`config.mk`:
```
export PLATFORM = sky130hd
export DESIGN_NAME = mem_lsu
export DESIGN_NICKNAME = d
export VERILOG_FILES = /design/src/rtl/lsu_pkg.sv /design/src/rtl/lsu_lane_mux.sv /design/src/rtl/mem_lsu.sv
export SDC_FILE = /design/constraint.sdc
export NUM_CORES = 1
export LEC_CHECK = 0
export BUFFER_PORTS_ARGS = -buffer_cell sky130_fd_sc_hd__buf_2
export CORE_AREA = 2 2 86 121
export CTS_CLUSTER_SIZE = 28
export DETAILED_ROUTE_END_ITERATION = 7
export DIE_AREA = 0 0 88 123
export GPL_TIMING_DRIVEN = 0
export PLACE_DENSITY = 0.93
export REMOVE_ABC_BUFFERS = 1
export SKIP_CTS_REPAIR_TIMING = 1
export SYNTH_ARGS = -nofsm -noshare
export SYNTH_HDL_FRONTEND = slang
export SYNTH_SLANG_ARGS = --single-unit
```
`constraint.sdc`:
```
create_clock -name clk -period 4.9 [get_ports clk]
set_input_delay 0.49 -clock clk [delete_from_list [all_inputs] [get_ports clk]]
set_output_delay 0.49 -clock clk [all_outputs]
set_load 0.005 [all_outputs]
```
`src/rtl/lsu_pkg.sv`:
```
// lsu_pkg -- shared definitions for the MEM-stage load/store unit.
//   SZ_BYTE / SZ_HALF / SZ_WORD : request size encodings (2'b11 behaves as word)
//   lsu_state_e                 : IDLE / MERGE state of the read-modify-write sequencer
//   DM_WORDS / DM_AW            : data memory geometry (1024 x 32-bit words)
package lsu_pkg;

   localparam int DM_WORDS = 1024;
   localparam int DM_AW    = $clog2(DM_WORDS);

   localparam logic [1:0] SZ_BYTE = 2'b00;
   localparam logic [1:0] SZ_HALF = 2'b01;
   localparam logic [1:0] SZ_WORD = 2'b10;

   typedef enum logic [0:0] {
      ST_IDLE  = 1'b0,
      ST_MERGE = 1'b1
   } lsu_state_e;

   // Fold the reserved size code onto word so downstream logic sees three cases only.
   function automatic logic [1:0] norm_size(input logic [1:0] size);
      logic [1:0] res;
      case (size)
         SZ_BYTE: res = SZ_BYTE;
         SZ_HALF: res = SZ_HALF;
         default: res = SZ_WORD;
      endcase
      return res;
   endfunction

   function automatic logic is_sub_word(input logic [1:0] size);
      return (size == SZ_BYTE) || (size == SZ_HALF);
   endfunction

endpackage

```
`src/rtl/lsu_lane_mux.sv`:
```
// lsu_lane_mux -- combinational byte-lane steering for the load/store unit.
//   word     in  32  memory word (read word for loads, merge buffer for stores)
//   wdata    in  32  right-aligned store data
//   offset   in  2   byte offset within the word (little-endian lanes)
//   size     in  2   normalised size (SZ_BYTE, SZ_HALF, SZ_WORD)
//   sign_ext in  1   sign-extend sub-word extracts
//   rdata    out 32  extracted and extended load data
//   merged   out 32  word with the addressed lane(s) replaced by wdata
// Half accesses select their lane with offset[1] only; word accesses ignore offset.
module lsu_lane_mux
   import lsu_pkg::*;
(
   input  logic [31:0] word,
   input  logic [31:0] wdata,
   input  logic [1:0]  offset,
   input  logic [1:0]  size,
   input  logic        sign_ext,
   output logic [31:0] rdata,
   output logic [31:0] merged
);

   logic [7:0]  byte_s;
   logic [15:0] half_s;

   assign byte_s = word[{offset, 3'b000} +: 8];
   assign half_s = offset[1] ? word[31:16] : word[15:0];

   // Load direction: pick the lane and extend it to 32 bits.
   always_comb begin
      rdata = word;
      case (size)
         SZ_BYTE: rdata = {{24{sign_ext & byte_s[7]}}, byte_s};
         SZ_HALF: rdata = {{16{sign_ext & half_s[15]}}, half_s};
         default: rdata = word;
      endcase
   end

   // Store direction: overwrite only the addressed lane(s) of the old word.
   always_comb begin
      merged = wdata;
      case (size)
         SZ_BYTE: begin
            merged = word;
            merged[{offset, 3'b000} +: 8] = wdata[7:0];
         end
         SZ_HALF: begin
            merged = word;
            if (offset[1]) begin
               merged[31:16] = wdata[15:0];
            end else begin
               merged[15:0] = wdata[15:0];
            end
         end
         default: merged = wdata;
      endcase
   end

endmodule

```
`src/rtl/mem_lsu.sv`:
```
// mem_lsu -- MEM-stage load/store unit driving a 4 KiB word-organised data memory.
//   clk, rst           clock and synchronous active-high reset
//   req_valid/we/size/signed/addr/wdata/kill   request from the MEM stage
//   req_ready, stall   completion / pipeline hold (stall = req_valid & ~req_ready)
//   resp_valid, resp_rdata   registered load result, one cycle after acceptance
//   misalign           registered misaligned-access flag
//   dm_addr, dm_din, dm_we, dm_dout   data memory port (combinational read)
// Byte and half stores take two cycles: the old word is captured in the first,
// the merged word is written in the second. Stores with req_kill never write.
// Optional: define LSU_MISALIGN_TRAP_EN to suppress misaligned half/word accesses
// and raise misalign; otherwise misaligned low address bits are ignored.
module mem_lsu
   import lsu_pkg::*;
(
   input  logic             clk,
   input  logic             rst,
   input  logic             req_valid,
   input  logic             req_we,
   input  logic [1:0]       req_size,
   input  logic             req_signed,
   input  logic [31:0]      req_addr,
   input  logic [31:0]      req_wdata,
   input  logic             req_kill,
   output logic             req_ready,
   output logic             stall,
   output logic             resp_valid,
   output logic [31:0]      resp_rdata,
   output logic             misalign,
   output logic [DM_AW-1:0] dm_addr,
   output logic [31:0]      dm_din,
   output logic             dm_we,
   input  logic [31:0]      dm_dout
);

   lsu_state_e       state_r;
   logic [31:0]      merge_buf_r;
   logic [DM_AW-1:0] addr_r;
   logic [1:0]       off_r;
   logic [1:0]       size_r;
   logic [15:0]      wdata_r;

   logic [1:0]       size_n_s;
   logic             mis_s;
   logic             start_rmw_s;
   logic [31:0]      load_data_s;
   logic [31:0]      merged_s;
   logic [31:0]      unused_ext_merged_s;
   logic [31:0]      unused_mrg_rdata_s;
   logic             unused_addr_s;

   // Address bits above 4 KiB wrap and are deliberately dropped.
   assign unused_addr_s = ^req_addr[31:12];
   assign size_n_s      = norm_size(req_size);

`ifdef LSU_MISALIGN_TRAP_EN
   // Flag half accesses on odd bytes and word accesses off a word boundary.
   always_comb begin
      mis_s = 1'b0;
      if (req_valid) begin
         case (size_n_s)
            SZ_HALF: mis_s = req_addr[0];
            SZ_WORD: mis_s = (req_addr[1:0] != 2'b00);
            default: mis_s = 1'b0;
         endcase
      end else begin
         mis_s = 1'b0;
      end
   end
`else
   assign mis_s = 1'b0;
`endif

   lsu_lane_mux u_extract (
      .word     (dm_dout),
      .wdata    (32'h0000_0000),
      .offset   (req_addr[1:0]),
      .size     (size_n_s),
      .sign_ext (req_signed),
      .rdata    (load_data_s),
      .merged   (unused_ext_merged_s)
   );

   lsu_lane_mux u_merge (
      .word     (merge_buf_r),
      .wdata    ({16'h0000, wdata_r}),
      .offset   (off_r),
      .size     (size_r),
      .sign_ext (1'b0),
      .rdata    (unused_mrg_rdata_s),
      .merged   (merged_s)
   );

   // Memory port and handshake; rst masks any write, including a pending RMW.
   always_comb begin
      dm_addr     = req_addr[11:2];
      dm_din      = req_wdata;
      dm_we       = 1'b0;
      req_ready   = 1'b1;
      start_rmw_s = 1'b0;
      if (state_r == ST_MERGE) begin
         dm_addr = addr_r;
         dm_din  = merged_s;
         dm_we   = ~rst;
      end else begin
         if (req_valid && req_we && !req_kill && !mis_s) begin
            if (is_sub_word(size_n_s)) begin
               req_ready   = 1'b0;
               start_rmw_s = 1'b1;
            end else begin
               dm_we = ~rst;
            end
         end else begin
            dm_we = 1'b0;
         end
      end
   end

   assign stall = req_valid & ~req_ready;

   // Sequencer plus registered load response and misalign flag.
   always_ff @(posedge clk) begin
      if (rst) begin
         state_r     <= ST_IDLE;
         resp_valid  <= 1'b0;
         resp_rdata  <= 32'h0000_0000;
         misalign    <= 1'b0;
         merge_buf_r <= 32'h0000_0000;
         addr_r      <= {DM_AW{1'b0}};
         off_r       <= 2'b00;
         size_r      <= SZ_BYTE;
         wdata_r     <= 16'h0000;
      end else begin
         case (state_r)
            ST_IDLE: begin
               resp_valid <= req_valid & ~req_we;
               misalign   <= mis_s;
               if (req_valid && !req_we) begin
                  resp_rdata <= mis_s ? 32'h0000_0000 : load_data_s;
               end
               if (start_rmw_s) begin
                  merge_buf_r <= dm_dout;
                  addr_r      <= req_addr[11:2];
                  off_r       <= req_addr[1:0];
                  size_r      <= size_n_s;
                  wdata_r     <= req_wdata[15:0];
                  state_r     <= ST_MERGE;
               end
            end
            ST_MERGE: begin
               resp_valid <= 1'b0;
               misalign   <= 1'b0;
               state_r    <= ST_IDLE;
            end
            default: begin
               resp_valid <= 1'b0;
               misalign   <= 1'b0;
               state_r    <= ST_IDLE;
            end
         endcase
      end
   end

endmodule

```
==> impl_results.md, run 1 <==
- DR vias/cell: 5.80
- Number of buffers created by CTS: 9
- Final WS setup: 1.48 ns
- Final setup violation count: 0
- Hpwl dp: 11,000 um
- Rows: 43
- Initial antenna violation count: 0
- Slew at the pin with the worst max-slew slack: 1.15 ns
- Hold path cells: 2
- Maxcap violations: 0
- Element type at the critical path start: register
- Die footprint: 0.0108 mm^2
- Core Area: 0.00974 mm^2
- Max IR drop VDD: 0.183 mV
- FFs w/ async S/R, synth: 0
- PwrDens: 284 mW/mm^2
- Drt pass-1 iters: 5
- Final Non-Filler Cells: 935
- Tmin final: 3.42 ns
- Syn_area_per_cell: 7.72 um^2
- Inserted Diodes: 0
- Initial drt markers: 433
- Clk Latency, worst-skew pair: 0.34 ns
- Required @ worst endpoint: 4.41 ns
- Final wirelength: 15,800 um
- Setup CP Type: reg -> out
- Tcrit/Tclk final: 0.699
- Number of top-level pins: 183
- Avg WL per Cell: 16.9 um
- Placed insts: 920
- R2R depth: 6
- Synth cell types: 51
- Root Buffer: clkbuf_16
- Share of cells above drive strength 1: 0.284
- Outcome: complete, no violations
- FMAX: 292 MHz
- Yosys reg bits: 96
- Slew headroom: 0.235
- Total track usage: 0.289
- Total number of vias: 5,423
- Chip Width: 88 um
- Worst hold slack: 0.379 ns
- GRT Residual Overflow: 0
- Vias in the first global route: 4,900
- Hold Vio Cnt, Final: 0
- Pin count of the biggest net entering global routing: 89
- H-tree Lvls: 3
- Total number of yosys warnings: 0
- Post-synth EDFFs: 0
- IO Port Bufs: 161
- CP Capture Type: output pin
- DRT antenna net count: 0
- Arr. time, crit path: 2.93 ns
- Clk buf depth: 2
- Die Ht: 123 um
- Final routed DRC violation total: 0
- Commonest non-fill, non-tap cell in the layout: buf_2
- Clk sink count: 96
- Syn-to-layout area delta: 22.7%
- Clock transition at the registers of the reported paths: 0.06 ns
- Synth Flop Type: dfxtp_1
- Most frequent cells in the layout: buf_2, nand2_1, a21oi_1
- Largest fanout on the critical path: 13
- Mapped Area: 0.00518 mm^2
- Fillers: 821
- Mapped Cells: 672
- RSZ-0062 raised after global routing: no
- Starting density of the core: 0.532
- Layout net count: 905
- Place WS: 1.69 ns
- Total Power: 1810 uW
- Slew Viols, Final: 0
- CTS tree: built
- Fraction of the yosys area taken by sequential cells: 0.371
- First-pass GRT wire length: 24,500 um
- Routability cong.: 0.894
- Worst min-delay path class: in -> reg
- Clk_skew: 0.00282 ns
- Leak pwr: 0.00257 uW
-- logic make-up (layout without fill, tap and decap cells) --
| group | count (synthesis) | in the layout | synth area share |
|---|---|---|---|
| other | 1 | 1 | 0.000723 |
| adder cells (fa/ha/maj) | 5 | 5 | 0.0121 |
| multiplexers | 27 | 27 | 0.0586 |
| flip-flops | 96 | 96 | 0.371 |
| AND/OR/NAND/NOR | 294 | 294 | 0.272 |
| buffers and inverters | 61 | 189 | 0.0490 |
| AO/OA/AOI/OAI | 188 | 188 | 0.237 |
-- cell type report --
type                            count  area [um^2]  share of cell area
Timing Repair Buffer              166          913               0.144
Tap cell                          135          169              0.0265
Clock buffer                       12          267              0.0419
Sequential cell                    96         1920               0.302
Inverter                            8         30.0             0.00472
Clock inverter                      3         40.0             0.00629
Multi-Input combinational cell    515         3020               0.475
-- routing by layer --
layer | track usage | vias to the layer above | routed length, um
met4 | 0.153 | 0 | 746
met3 | 0.0467 | 62 | 934
met5 | 0 | - | 0
met1 | 0.353 | 2511 | 6050
li1 | - | 2607 | -
met2 | 0.482 | 243 | 8120
-- report_power, final --
| part | switching (uW) | leakage [uW] | internal [uW] | total, uW |
|---|---|---|---|---|
| combinational | 146 | 0.00163 | 113 | 259 |
| sequential | 19.4 | 0.000781 | 807 | 826 |
| clock | 289 | 0.000154 | 433 | 722 |
-- path summary, 6_finish.rpt --
path	start	end	slack, ns
hold / removal	rst	resp_valid	0.38
setup reg to reg	state_r	merge_buf_r[28]	2.24
hold reg to reg	addr_r[9]	addr_r[9]	0.45
setup / recovery	off_r[1]	dm_din[6]	1.48
-- synth_stat cells (8+ instances only) --
cell type / instances / share of area
a2111oi_0: 8 / 0.014
a21oi_1: 106 / 0.10
a221oi_1: 10 / 0.017
and3_1: 17 / 0.021
buf_2: 8 / 0.0077
clkbuf_1: 38 / 0.028
dfxtp_1: 96 / 0.37
mux2_2: 14 / 0.030
mux2i_1: 9 / 0.017
nand2_1: 155 / 0.11
nand2b_1: 12 / 0.014
nand3_1: 9 / 0.0087
nand3b_1: 16 / 0.023
nor2_1: 34 / 0.025
nor2b_1: 27 / 0.033
nor3_1: 12 / 0.012
o21ai_2: 10 / 0.017
o221ai_1: 8 / 0.014
o2bb2ai_1: 8 / 0.014
-- stage by stage --
step	TNS, ns	utilization	instance area (um^2)
finish	0	0.653	6360
global route	0	0.653	6360
CTS	0	0.653	6360
detailed placement	0	0.622	6060
global placement	-88.60	0.610	5940
floorplan	0	-	4960
-- sequential cells by signal (all words and copies together) (netlist names) --
| signal | flops |
|---|---|
| merge_buf_r | 32 |
| resp_rdata | 32 |
| wdata_r | 16 |
| addr_r | 10 |
| off_r | 2 |
| size_r | 2 |
| resp_valid | 1 |
| state_r | 1 |
-- worst max-delay path: stages (launching register included) --
cell	delay, ns
dfxtp_1	0.72
inv_1	0.25
ha_1	0.38
or3b_2	0.46
o211ai_2	0.38
nand3_1	0.17
nand2_1	0.11
buf_2	0.11
Power figures use the tool's default switching activity.
==> run 2: changes to the inputs <==
CORE_AREA = 2 2 90 126   (was 2 2 86 121)
DIE_AREA = 0 0 92 128   (was 0 0 88 123)
PLACE_DENSITY = 0.86   (was 0.93)
clock period = 3.6 ns   (was 4.9 ns; I/O delays follow)
==> run 2 against run 1 <==
Against the previous run: sequential share of layout area rose by 0.18 points; cell count grew 0.32%; hold slack lost 0.12 ns; count of clock-buffer cells in the layout shrank 2; worst setup slack worse by 1.2 ns; core utilization shrank 6.2 points; critical path type unchanged; largest power group unchanged; clock skew increased by 0.0026 ns; sequential power increased by 36%; final area is 0.59% lower; clock power increased by 19%; critical path depth unchanged.
==> impl_results.md, run 2 (synthesized netlist as in run 1, its figures left out) <==
- Outcome: complete, no violations
- Total number of vias: 5,448 (+0.46%)
- Initial drt markers: 475 (+9.7%)
- Pin count of the biggest net entering global routing: 87 (-2.2%)
- Clk Latency, worst-skew pair: 0.34 ns (about the same)
- Tcrit/Tclk final: 0.933
- Syn-to-layout area delta: 22.0%
- Top flop regs: merge_buf_r: 32 flops, resp_rdata: 32 flops, wdata_r: 16 flops
- Inserted Diodes: 0 (unchanged)
- PwrDens: 369 mW/mm^2 (+30%)
- Chip Width: 92 um (+4.5%)
- Final Non-Filler Cells: 938 (+0.32%)
- Clk_skew: 0.00546 ns (+0.00263 ns)
- Met2 global-route usage: 0.446 (-0.0352)
- Met1 track demand over resource: 0.320 (-0.0325)
- Worst hold start: req_wdata[3]
- Avg WL per Cell: 16.7 um (-1.2%)
- Final wirelength: 15,700 um (-0.88%)
- Critical R2R Launch: state_r
- Leak pwr: 0.00254 uW (-0.94%)
- Drt pass-1 iters: 7 (+2)
- Max IR drop VDD: 0.236 mV (+29%)
- CP Capture Type: output pin
- Root Buffer: clkbuf_16
- Initial antenna violation count: 0 (unchanged)
- Number of buffers created by CTS: 9 (unchanged)
- Layout Utilization: 0.591 (-0.0621)
- Clock transition at the registers of the reported paths: 0.06 ns (about the same)
- Die Ht: 128 um (+4.1%)
- Hold Vio Cnt, Final: 0 (unchanged)
- Required @ worst endpoint: 3.24 ns (-1.17 ns)
- Die footprint: 0.0118 mm^2 (+8.8%)
- Vias in the first global route: 5,042 (+2.9%)
- CTS tree: built
- Worst hold slack: 0.261 ns (-0.118 ns)
- Total Power: 2330 uW (+29%)
- Commonest non-fill, non-tap cell in the layout: buf_2
- Total track usage: 0.264 (-0.0245)
- Placed insts: 926 (+0.65%)
- Slew headroom: 0.264 (+0.0292)
- Share of cells above drive strength 1: 0.281 (-0.00270)
- DR vias/cell: 5.81 (+0.14%)
- Tmin final: 3.36 ns
- Maxcap violations: 0 (unchanged)
- IO Port Bufs: 161 (unchanged)
- Arr. time, crit path: 3.00 ns (+0.07 ns)
- DRT antenna net count: 0 (unchanged)
- H-tree Lvls: 3 (unchanged)
- Rows: 45 (+4.7%)
- Slew Viols, Final: 0 (unchanged)
- Setup CP Type: reg -> out
- Clk buf depth: 2 (unchanged)
- Largest fanout on the critical path: 13 (unchanged)
- GRT Residual Overflow: 0 (unchanged)
- Hpwl dp: 11,000 um (about the same)
- Met3 usage: 0.0435 (-0.00323)
- FMAX: 298 MHz
- Starting density of the core: 0.485 (-0.0478)
- Routability cong.: 0.929 (+3.9%)
- Layout net count: 905 (unchanged)
- Element type at the critical path start: register
- Worst min-delay path class: in -> reg
- Final routed DRC violation total: 0 (unchanged)
- Slew at the pin with the worst max-slew slack: 1.10 ns (-0.0439 ns)
- Core Area: 0.0107 mm^2 (+9.9%)
- RSZ-0062 raised after global routing: no
- First-pass GRT wire length: 25,000 um (+2.2%)
- Final setup violation count: 0 (unchanged)
- Gr busiest metal: met2
- CP startpoint: off_r[1]
- Clk sink count: 96 (unchanged)
- Number of top-level pins: 183 (unchanged)
- Most frequent cells in the layout: buf_2, nand2_1, a21oi_1
-- run 2: changes by cell type in the layout (fill, tap and decap cells not counted), sizes merged --
cell,before,now
bufinv,1,0
clkbuf,12,10
-- run 2: stage by stage --
| stage | instance area [um^2] | TNS (ns) | setup slack [ns] |
|---|---|---|---|
| 2_1_floorplan | 4960 | -45.44 | -0.724 |
| 3_3_place_gp | 5940 | -188.02 | -3.01 |
| 3_5_place_dp | 6080 | 0 | 0.664 |
| 4_1_cts | 6330 | 0 | 0.305 |
| 5_1_grt | 6330 | 0 | 0.0529 |
| 6_report | 6330 | 0 | 0.241 |
-- run 2: worst max-delay path, cell delays in order (launching register included) --
cell	delay [ns]
dfxtp_1	0.75
inv_1	0.25
ha_1	0.40
nand3b_1	0.10
nor4_2	0.59
a221oi_1	0.22
o2bb2ai_1	0.21
buf_2	0.14
-- run 2: final timing paths --
| kind | to | slack, ns | depth (start not counted) |
|---|---|---|---|
| worst max-delay path | dm_din[13] | 0.24 | 7 |
| worst min-delay path | wdata_r[3] | 0.26 | 3 |
| worst max register to register | addr_r[8] | 1.01 | 6 |
| worst min register to register | addr_r[1] | 0.45 | 2 |
-- run 2: where the power goes --
group          leakage (uW)  total, uW  internal [uW]  switching [uW]
clock              0.000126        857            469             387
sequential         0.000781       1120           1100            24.9
combinational       0.00164        353            155             198
total               0.00254       2330           1720             610
-- run 2: cell type report --
cell class / count / area (um^2)
clock buffer: 10 / 239
tap: 141 / 176
clock inverter: 2 / 10.0
timing repair buffer: 166 / 926
fill: 996 / 4370
sequential: 96 / 1920
multi-input combinational: 515 / 3020
inverter: 8 / 30.0
-- run 2: layer usage --
metal | up-vias | routed length (um)
met1 | 2518 | 6130
met3 | 58 | 974
li1 | 2602 | -
met2 | 270 | 7860
met5 | - | 0
met4 | 0 | 738
==> run 3: changes to the inputs <==
BUFFER_PORTS_ARGS = not set   (was -buffer_cell sky130_fd_sc_hd__buf_2)
CORE_AREA = 2 2 105 147   (was 2 2 90 126)
DIE_AREA = 0 0 107 149   (was 0 0 92 128)
DONT_BUFFER_PORTS = 1   (was not set)
PLACE_DENSITY = 0.57   (was 0.86)
==> run 3 against run 2 <==
Against the previous run: hold slack lost 0.19 ns; critical path depth shrank 1; sequential power is essentially flat; die area grew 35%; non-clock buffer count shrank 162; sequential share of layout area grew 4.0 points; global-route usage shrank 6.4 points; count of clock-buffer cells in the layout is the same; power shrank 1.5%; critical path type unchanged; clock skew grew 0.0090 ns.
==> impl_results.md, run 3 (synthesized netlist as in run 1, its figures left out) <==
- Worst min-delay path class: in -> reg
- Clk_skew: 0.0144 ns (+0.00895 ns)
- Max incr delay on CP: 0.74 ns (about the same)
- Starting density of the core: 0.351 (-0.134)
- Most frequent cells in the layout: nand2_1, a21oi_1, dfxtp_1
- Slew Viols, Final: 0 (unchanged)
- Largest fanout on the critical path: 13 (unchanged)
- Pin count of the biggest net entering global routing: 92 (+5.7%)
- Worst hold start: rst
- Clk sink count: 96 (unchanged)
- Fillers: 1,537 (+54%)
- Slew headroom: 0.266 (+0.00257)
- Vias in the first global route: 4,549 (-9.8%)
- Required @ worst endpoint: 3.24 ns (about the same)
- Max IR drop VDD: 0.204 mV (-13%)
- Final setup violation count: 0 (unchanged)
- Layout net count: 743 (-18%)
- Maxcap violations: 0 (unchanged)
- Setup TNS: 0 ns (unchanged)
- Drt pass-1 iters: 5 (-2)
- CP Capture Type: output pin
- Arr. time, crit path: 2.98 ns (-0.02 ns)
- Layout Utilization: 0.379 (-0.213)
- Leak pwr: 0.00187 uW (-27%)
- Share of cells above drive strength 1: 0.103 (-0.178)
- PwrDens: 410 mW/mm^2 (+11%)
- Slew at the pin with the worst max-slew slack: 1.10 ns (-0.00546 ns)
- Outcome: complete, no violations
- Final routed DRC violation total: 0 (unchanged)
- Setup CP Type: reg -> out
- Clock transition at the registers of the reported paths: 0.08 ns (+0.02 ns)
- Final Non-Filler Cells: 831 (-11%)
- CTS tree: built
- Number of top-level pins: 183 (unchanged)
- CP Cell Sequence: inv_1, ha_1, nand3b_1, nor4_2, a221oi_1, o2bb2ai_1
- Rows: 53 (+18%)
- Setup slack, reg-to-reg: 0.87 ns (-0.14 ns)
- Syn-to-layout area delta: 7.96%
- Tmin final: 3.34 ns (-0.0190 ns)
- Chip Width: 107 um (+16%)
- H-tree Lvls: 3 (unchanged)
- R2R depth: 6 (unchanged)
- Root Buffer: clkbuf_16
- Die Ht: 149 um (+16%)
- Clk buf depth: 2 (unchanged)
- Slowest-stage cell, CP: dfxtp_1
- Avg WL per Cell: 19.6 um (+17%)
- First-pass GRT wire length: 25,100 um (+0.39%)
- Final instance area: 0.00560 mm^2 (-12%)
- Tcrit/Tclk final: 0.928 (-0.00527)
- GRT Residual Overflow: 0 (unchanged)
- Top Family by Delay on Critical Path: flip-flops
- Core Area: 0.0148 mm^2 (+38%)
- Critical R2R Launch: state_r
- Element type at the critical path start: register
- Initial antenna violation count: 0 (unchanged)
- Clk Latency, worst-skew pair: 0.35 ns (about the same)
- Worst hold slack: 0.0695 ns (-0.192 ns)
- Number of buffers created by CTS: 9 (unchanged)
- Total track usage: 0.200 (-0.0637)
- Register area: 0.00192 mm^2 (unchanged)
- Die footprint: 0.0159 mm^2 (+35%)
- Final wirelength: 16,300 um (+3.6%)
- FMAX: 299 MHz (+0.57%)
- DRT antenna net count: 0 (unchanged)
- Initial drt markers: 346 (-27%)
- Hpwl dp: 11,800 um (+7.1%)
- Area of the multi-input gates: 0.00302 mm^2 (unchanged)
- CP bufs+invs: 1 (-1)
- Placement Cell Area: 0.00530 mm^2 (-13%)
- Reg-to-reg endpoint: merge_buf_r[25]
- Total number of vias: 4,666 (-14%)
- RSZ-0062 raised after global routing: no
- Inserted Diodes: 0 (unchanged)
- Hold path cells: 1 (-2)
- Worst Hold End: addr_r[0]
- Routability cong.: 0.844 (-9.2%)
- Placed insts: 815 (-12%)
- Hold Vio Cnt, Final: 0 (unchanged)
- Commonest non-fill, non-tap cell in the layout: nand2_1
- Top flop regs: merge_buf_r: 32 flops, resp_rdata: 32 flops, wdata_r: 16 flops
- DR vias/cell: 5.61 (-3.3%)
- IO Port Bufs: 0 (-100%)
-- run 3: metrics by stage --
step	worst slack [ns]	total power, uW
after global placement	-2.90	1350
after detailed placement	0.625	1360
final	0.260	2300
after CTS	0.268	2320
after floorplan	-0.724	1300
after global routing	0.119	2390
-- run 3: layout make-up --
cell class | count | area share
multi-input cells | 515 | 0.540
flip-flops and latches | 96 | 0.344
clock buffers | 10 | 0.0427
well taps | 192 | 0.0429
repair buffers | 4 | 0.0152
inverters | 8 | 0.00536
clock inverters | 6 | 0.0105
-- run 3: worst max path at each step --
stage	startpoint	endpoint	slack (ns)	cells past startpoint
after global placement	state_r	merge_buf_r[7]	-2.90	5
after global routing	off_r[1]	dm_din[11]	0.12	6
after detailed placement	off_r[1]	dm_din[8]	0.63	6
after CTS	off_r[1]	dm_din[8]	0.27	6
final	off_r[1]	dm_din[8]	0.26	6
after floorplan	state_r	addr_r[0]	-0.72	5
-- run 3: per-layer routing --
layer	track usage	part of all wire
met5	0	0
met4	0.106	0.039
met3	0.0406	0.060
met2	0.325	0.50
met1	0.250	0.41
-- run 3: where the power goes --
group / switching [uW] / total, uW / leakage, uW / internal, uW
logic: 114 / 202 / 0.000943 / 88.1
clock network: 458 / 964 / 0.000145 / 507
registers: 32.9 / 1130 / 0.000781 / 1100
